--- src/rtl/mul_pkg.sv ---
// Shared types and helpers for the sequential shift-add multiplier.
// Includes the Q-format round/saturate function used when MUL_Q15_OUT_EN is defined.
package mul_pkg;

    typedef enum logic [1:0] {
        IDLE = 2'd0,
        RUN  = 2'd1,
        DONE = 2'd2
    } state_t;

    localparam int MAX_WIDTH = 32;
    localparam int Q_CALC_W  = 2 * MAX_WIDTH + 2;

    function automatic int prod_width(input int width);
        return 2 * width;
    endfunction

    function automatic int cnt_width(input int width);
        return $clog2(width);
    endfunction

    // p must already be sign- or zero-extended to Q_CALC_W according to mode.
    function automatic logic [MAX_WIDTH-1:0] q_round_sat(
        input logic signed [Q_CALC_W-1:0] p,
        input int                         width,
        input logic                       is_signed
    );
        logic signed [Q_CALC_W-1:0] sum;
        logic signed [Q_CALC_W-1:0] q;
        logic signed [Q_CALC_W-1:0] hi;
        logic signed [Q_CALC_W-1:0] lo;
        sum = p + (Q_CALC_W'(1) <<< (width - 2));
        q   = sum >>> (width - 1);
        if (is_signed) begin
            hi = (Q_CALC_W'(1) <<< (width - 1)) - Q_CALC_W'(1);
            lo = -(Q_CALC_W'(1) <<< (width - 1));
        end else begin
            hi = (Q_CALC_W'(1) <<< width) - Q_CALC_W'(1);
            lo = '0;
        end
        if (q > hi) begin
            q = hi;
        end else if (q < lo) begin
            q = lo;
        end
        return q[MAX_WIDTH-1:0];
    endfunction

endpackage

--- src/rtl/mul_sat_round.sv ---
// Combinational round-half-up and saturation of a full product down to WIDTH bits.
// Only instantiated when MUL_Q15_OUT_EN is defined.
module mul_sat_round
    import mul_pkg::*;
#(
    parameter int WIDTH = 16
) (
    input  logic [2*WIDTH-1:0] i_p,
    input  logic               i_signed,
    output logic [WIDTH-1:0]   o_q
);

    logic signed [Q_CALC_W-1:0] w_p_ext;

    assign w_p_ext = i_signed ? {{(Q_CALC_W-2*WIDTH){i_p[2*WIDTH-1]}}, i_p}
                              : {{(Q_CALC_W-2*WIDTH){1'b0}}, i_p};

    assign o_q = WIDTH'(q_round_sat(w_p_ext, WIDTH, i_signed));

endmodule

--- src/rtl/mul_seq_shiftadd.sv ---
// Iterative radix-2 shift-add multiplier, one multiplier bit per clock, signed/unsigned at runtime.
// Define MUL_Q15_OUT_EN to add the rounded, saturated out_q result port.
module mul_seq_shiftadd
    import mul_pkg::*;
#(
    parameter int WIDTH = 16,
    parameter int CNT_W = cnt_width(WIDTH)
) (
    input  logic               clk,
    input  logic               rst,
    input  logic               in_valid,
    output logic               in_ready,
    input  logic [WIDTH-1:0]   in_a,
    input  logic [WIDTH-1:0]   in_b,
    input  logic               in_signed,
    output logic               out_valid,
    input  logic               out_ready,
    output logic [2*WIDTH-1:0] out_p
`ifdef MUL_Q15_OUT_EN
    ,
    output logic [WIDTH-1:0]   out_q
`endif
);

    localparam int P_W = prod_width(WIDTH);

    state_t             r_state;
    state_t             w_state_nxt;
    logic [WIDTH-1:0]   r_a;
    logic [WIDTH-1:0]   r_b;
    logic [WIDTH-1:0]   r_acc;
    logic               r_signed;
    logic [CNT_W-1:0]   r_cnt;

    logic               w_last;
    logic [WIDTH:0]     w_pp;
    logic [WIDTH:0]     w_acc_ext;
    logic [WIDTH:0]     w_sum;
    logic [WIDTH-1:0]   w_acc_nxt;
    logic [WIDTH-1:0]   w_b_nxt;
    logic [P_W-1:0]     w_prod;

    assign w_last = (r_cnt == CNT_W'(WIDTH - 1));

    // Extending acc by its sign bit makes the one-place right shift arithmetic in signed mode.
    assign w_pp      = r_b[0] ? {r_signed & r_a[WIDTH-1], r_a} : '0;
    assign w_acc_ext = {r_signed & r_acc[WIDTH-1], r_acc};
    assign w_sum     = (w_last && r_signed) ? (w_acc_ext - w_pp) : (w_acc_ext + w_pp);
    assign w_acc_nxt = w_sum[WIDTH:1];
    assign w_b_nxt   = {w_sum[0], r_b[WIDTH-1:1]};

    assign w_prod = {r_acc, r_b};
    assign out_p  = w_prod;

    always_ff @(posedge clk or posedge rst) begin
        if (rst) begin
            r_state <= IDLE;
        end else begin
            r_state <= w_state_nxt;
        end
    end

    always_comb begin
        w_state_nxt = r_state;
        in_ready    = 1'b0;
        out_valid   = 1'b0;
        case (r_state)
            IDLE: begin
                in_ready = 1'b1;
                if (in_valid) begin
                    w_state_nxt = RUN;
                end
            end
            RUN: begin
                if (w_last) begin
                    w_state_nxt = DONE;
                end
            end
            DONE: begin
                out_valid = 1'b1;
                if (out_ready) begin
                    w_state_nxt = IDLE;
                end
            end
            default: begin
                w_state_nxt = IDLE;
            end
        endcase
    end

    always_ff @(posedge clk or posedge rst) begin
        if (rst) begin
            r_a      <= '0;
            r_b      <= '0;
            r_acc    <= '0;
            r_signed <= 1'b0;
            r_cnt    <= '0;
        end else begin
            case (r_state)
                IDLE: begin
                    if (in_valid) begin
                        r_a      <= in_a;
                        r_b      <= in_b;
                        r_signed <= in_signed;
                        r_acc    <= '0;
                        r_cnt    <= '0;
                    end
                end
                RUN: begin
                    r_acc <= w_acc_nxt;
                    r_b   <= w_b_nxt;
                    r_cnt <= r_cnt + CNT_W'(1);
                end
                default: begin
                end
            endcase
        end
    end

`ifdef MUL_Q15_OUT_EN
    logic [WIDTH-1:0] w_q_nxt;
    logic [WIDTH-1:0] r_q;

    mul_sat_round #(
        .WIDTH (WIDTH)
    ) u_sat_round (
        .i_p      ({w_acc_nxt, w_b_nxt}),
        .i_signed (r_signed),
        .o_q      (w_q_nxt)
    );

    // Captured on the last iteration so out_q lines up with out_p when DONE is entered.
    always_ff @(posedge clk or posedge rst) begin
        if (rst) begin
            r_q <= '0;
        end else if (r_state == RUN && w_last) begin
            r_q <= w_q_nxt;
        end
    end

    assign out_q = r_q;
`else
    // No Q-format output in this build; out_p is the only result.
`endif

endmodule

--- config.mk ---
export PLATFORM = sky130hd
export DESIGN_NAME = mul_seq_shiftadd
export DESIGN_NICKNAME = d
export VERILOG_FILES = /design/src/rtl/mul_pkg.sv /design/src/rtl/mul_sat_round.sv /design/src/rtl/mul_seq_shiftadd.sv
export SDC_FILE = /design/constraint.sdc
export NUM_CORES = 1
export LEC_CHECK = 0
export ABC_AREA = 1
export CORE_MARGIN = 2
export CORE_UTILIZATION = 53
export CTS_CLUSTER_DIAMETER = 40
export CTS_CLUSTER_SIZE = 16
export DETAILED_ROUTE_END_ITERATION = 10
export PLACE_DENSITY_LB_ADDON = 0.15
export SLEW_MARGIN = 15
export SYNTH_ARGS = -nofsm -noshare
export SYNTH_HDL_FRONTEND = slang
export SYNTH_SLANG_ARGS = --single-unit
--- constraint.sdc ---
create_clock -name clk -period 3.4 [get_ports clk]
set_input_delay 0.34 -clock clk [delete_from_list [all_inputs] [get_ports clk]]
set_output_delay 0.34 -clock clk [all_outputs]
set_load 0.02 [all_outputs]
# Word-level counts from Yosys, hierarchy flattened
# Cells that the tools add are included.
[op_classes] addsub=3 multipliers=0 div_mod_pow=0 order_cmp=0 n_eq_ne=6 shift=0 mux=14 bitwise_logic=2 reduce_logical=6
[op_table] cell="one-hot mux 16 bit (2 select lines)" n=2
[op_table] cell="2-to-1 mux 17 bit" n=2
[op_table] cell="2-to-1 mux 16 bit" n=2
[op_table] cell="adder 17 bit" n=1
[op_table] cell="subtractor 17 bit" n=1
[op_table] cell="one-hot mux 4 bit (2 select lines)" n=1
[op_table] cell="2-to-1 mux 2 bit" n=3
[op_table] cell="inequality test 2 bit (second input constant)" n=3
[op_table] cell="one-hot mux 2 bit (3 select lines)" n=1
[op_table] cell="adder 4 x 1 -> 4 bit (second input constant)" n=1
[op_table] cell="== test 4 bit (second input constant)" n=1
[op_table] cell="2-to-1 mux 4 bit" n=1
[op_table] cell="AND reduction 2 bit" n=2
[op_table] cell="AND reduction 3 bit" n=1
[op_table] cell="bitwise AND 1 bit" n=2
[op_table] cell="== test 2 x 1 -> 1 bit (second input constant)" n=1
[op_table] cell="== test 2 bit (second input constant)" n=1
[op_table] cell="logical NOT 2 bit" n=1
[op_table] cell="2-to-1 mux 1 bit" n=2
[op_table] cell="nonzero test 2 bit" n=1
[op_table] cell="logical AND 1 bit" n=1
[totals] ff_bits=55 latch_bits=0 mem_bits_rw=0 mem_bits_ro=0 inputBits=37 output_inout_bits=34 elab_cells=37 n_memories=0

# Longest topological paths before layout
[depth] word_depth=5 depth_mapped=23 depth_no_buf=21

# Worst setup path after synthesis
# OpenSTA, ideal clock, no wires.
[synth_path] path_kind="register -> register" from="reg r_b[0]" to="reg r_acc[6]" setup_ns=0.117 t_arrival_ns=2.603 required_ns=3.283 setup_slack_ns=0.680 path_stages_with_launch=17 n_path_buf=2 period_less_slack_ns=2.720 cell_sequence="dfrtp_1 > buf_6 > buf_12 > nand2_2 > ha_1 > nand2_1 > o21ai_0 > nand2_1 > xnor2_1 > inv_1 > ha_1 > a21o_1 > nor2_1 > nand2_1 > or2_2 > nand3_1 > nand2_1"
[synth_via] elab_chain_cells=4 elab_cells_between_ends=5 classes_between="add/sub (2); mux (3)"
[synth_rtl] item="from (decl)" line="mul_seq_shiftadd.sv:30" rtl="logic [WIDTH-1:0] r_b;"
[synth_rtl] item="from (signal assigned)" line="mul_seq_shiftadd.sv:103" rtl="r_b <= in_b;"
[synth_rtl] item="from (signal assigned)" line="mul_seq_shiftadd.sv:111" rtl="r_b <= w_b_nxt;"
[synth_rtl] item="2-to-1 mux 17 bit *" line="mul_seq_shiftadd.sv:46" rtl="assign w_pp = r_b[0] ? {r_signed & r_a[WIDTH-1], r_a} : '0;"
[synth_rtl] item="adder 17 bit or subtractor 17 bit (tied branches)" line="mul_seq_shiftadd.sv:48" rtl="assign w_sum = (w_last && r_signed) ? (w_acc_ext - w_pp) : (w_acc_ext + w_pp);"
[synth_rtl] item="2-to-1 mux 17 bit *" line="mul_seq_shiftadd.sv:48"
[synth_rtl] item="one-hot mux 16 bit (2 select lines) *" line="mul_seq_shiftadd.sv:99" rtl="case (r_state)"
[synth_rtl] item="to (signal assigned)" line="mul_seq_shiftadd.sv:110" rtl="r_acc <= w_acc_nxt;"
[synth_rtl] item="to (decl)" line="mul_seq_shiftadd.sv:31" rtl="logic [WIDTH-1:0] r_acc;"
# Every way passes the cells marked *; elsewhere a longest branch is shown, timed or not.
# A chain may end at the register's enable or synchronous reset.

# Worst setup path in the final report
[layout_path] from="reg r_b[0]" to="reg r_acc[15]"
# Same word-level chain as after synthesis.

==> run metrics <==
hpwl dp=6.706 mm; Multi-input gate area=0.002082 sq mm; Yosys cell types=42; CTS tree=built; max_cap viols=0; fraction of layout cells with a size suffix above 1=between 10% and 20%; Crit. End Element=flip-flop; Fin Setup TNS=0 ps; post-synthesis sequential element count=55; syn avg cell area=8.195 sq um; Final setup viols=0; Die Area=just under 0.008 sq mm; Die X=88.70 microns; GPL Wtd Cong=0.8521; syn_nets=520; Min Clock Period, post-route=2921 ps; first-pass GRT wire length=14.37 mm; Hold Path Class=input pin to async pin; DRT Pass-1 Iters=4; CP Max Fanout=11; IO buf count=70; Yosys warning count=0; vias in the first global route=3089; via count=3252; final net count=approximately 590; vias per cell=~5.2; unrepaired setup endpoints after global routing=false; drt wl/cell=14.02 microns; Starting Density=55.36%; initial DRC count=142; ys async rst share=100.0%; largest net degree at the start of global routing=46; sequential area share after synthesis=36.20%; Fill cells=605; worst-margin pin slew=approximately 750 ps; die height=88.70 microns; final hold violation count=0; Std-Cell Rows=30; post-route antenna net violation count=0; outcome=complete, no violations; critical path arrival=3140 ps; most common cell after layout, fill and taps aside=nand2_1; Routed WL=slightly below 9 mm; Cell Area, Synth=around 0.0038 sq mm; clock latency on the worst-skew pair=330 ps; main flop type after synthesis=dfrtp_1; Core ar.=0.006869 sq mm; CTS Hold Buffers Added=0; worst clock skew=12.19 ps; Startpoint Class=flip-flop; Slew headroom=roughly half; Ports=71; CP required=roughly 3600 ps; max-slew violations=0; kind of critical path=flip-flop to flip-flop; Clock Root Buffer=clkbuf_8; Residual DRC=0; ANT cells=0; Max clock buf depth=2; All-Layer GR Usage=23.26%; area grow syn2layout=22.67%; antenna violations before repair=0; Post-CTS Resized=0; Post-synth EDFFs=0; # H-tree levels=2; period utilization=85.92%; Clock transition at path regs=approximately 120 ps; clk sinks=55; Seq. cell area=0.001376 sq mm; postcts setup bufs=0; most frequent cells in the layout=127 x nand2_1, 70 x clkdlybuf4s50_1, 58 x inv_1; Peak Freq=0.3423 GHz; grt ovf=0; Num CTS Buffers=5; cell count after synthesis=between 400 and 500
sequential cells by signal, indices dropped and copies added, names as in the netlist:
signal	cells
r_signed	1
r_acc	16
r_state	2
r_b	16
r_a	16
r_cnt	4
synthesized netlist by cell type (2+ instances only):
library cell / count / area, sq um
a21oi_1: 19 / 95.09
a221oi_1: 3 / 26.28
a221oi_2: 13 / 195.2
a31oi_1: 2 / 12.51
and2_1: 2 / 12.51
buf_2: 5 / 25.02
buf_4: 3 / 22.52
buf_6: 3 / 33.78
dfrtp_1: 55 / 1376
ha_1: 18 / 225.2
inv_1: 59 / 221.5
inv_2: 3 / 11.26
mux2_2: 16 / 180.2
nand2_1: 127 / 476.7
nand2_2: 12 / 75.07
nand2_4: 7 / 78.83
nand3_1: 18 / 90.09
nand3b_1: 6 / 45.04
nand4_1: 2 / 12.51
nor2_1: 21 / 78.83
nor3_1: 19 / 95.09
o21ai_0: 14 / 70.07
o21ai_1: 2 / 10.01
o22ai_1: 2 / 12.51
or2_2: 3 / 18.77
xnor2_1: 6 / 52.55
xor2_1: 9 / 78.83
critical path: stages, from the launching register on:
cell     delay (ps)
dfrtp_1         520
buf_4           260
nand2_1         130
nand2_1          70
nor2_1           80
nand2_1          90
o21ai_0         230
xor2_1          170
inv_1            70
ha_1            340
nand2_1         140
inv_1            60
nand2_1         110
nand2_1          60
a21oi_1         120
nand2_1         120
inv_1            70
nand2_1          50
nand3_1          60
nand2_1          50
final timing paths:
check	endpoint	startpoint	slack (ps)	cells past startpoint
min in group clk	r_cnt[0]	r_cnt[0]	520	1
worst min-delay path	r_a[10]	rst	450	2
max in group asynchronous	r_acc[13]	rst	2160	3
worst max register to register	r_acc[15]	r_b[0]	480	19
worst min register to register	r_cnt[0]	r_cnt[0]	520	1
worst max-delay path	r_acc[15]	r_b[0]	480	19
kinds of logic (layout without fill, tap and decap cells):
logic type | Yosys count | count (layout) | share of synthesized area [%]
AND/OR/NAND/NOR | 222 | 222 | 27.74
buffers and inverters | 76 | 144 | 9.049
AO/OA/AOI/OAI | 61 | 61 | 12.37
flip-flops | 55 | 55 | 36.20
adder cells (fa/ha/maj) | 19 | 19 | 6.450
multiplexers | 16 | 16 | 4.738
XOR/XNOR | 15 | 15 | 3.455
layout make-up:
class / count / area share (%)
Multi-Input combinational cell: 333 / 44.64
Sequential cell: 55 / 29.51
Timing Repair Buffer: 73 / 15.50
Inverter: 63 / 5.123
Tap cell: 96 / 2.575
Clock buffer: 5 / 1.475
Clock inverter: 3 / 1.180
per-stage QoR:
step                      instance area, sq um  hold WS [ps]  std cells  utilization, %  setup slack, ps
after floorplan                           3802         443.9        464               -            680.0
final                                     4664         450.8        628           67.91            478.8
after global routing                      4664         533.4        628           67.91            167.0
after global placement                    4541         481.4        620           66.10            579.2
after detailed placement                  4541         499.6        620           66.10            569.8
after CTS                                 4664         475.1        628           67.91            497.7
routing by layer:
metal | wire, microns | track usage [%] | share of wire [%]
met1 | 4266 | 33.04 | 48
met2 | 4010 | 37.38 | 46
met3 | 433 | 3.731 | 4.9
met4 | 93 | 5.372 | 1.1
met5 | 0 | 0 | 0
Power is left out: the tool's default activity adds up to more than one toggle a clock period on the data nets, which glitch-free logic cannot reach.
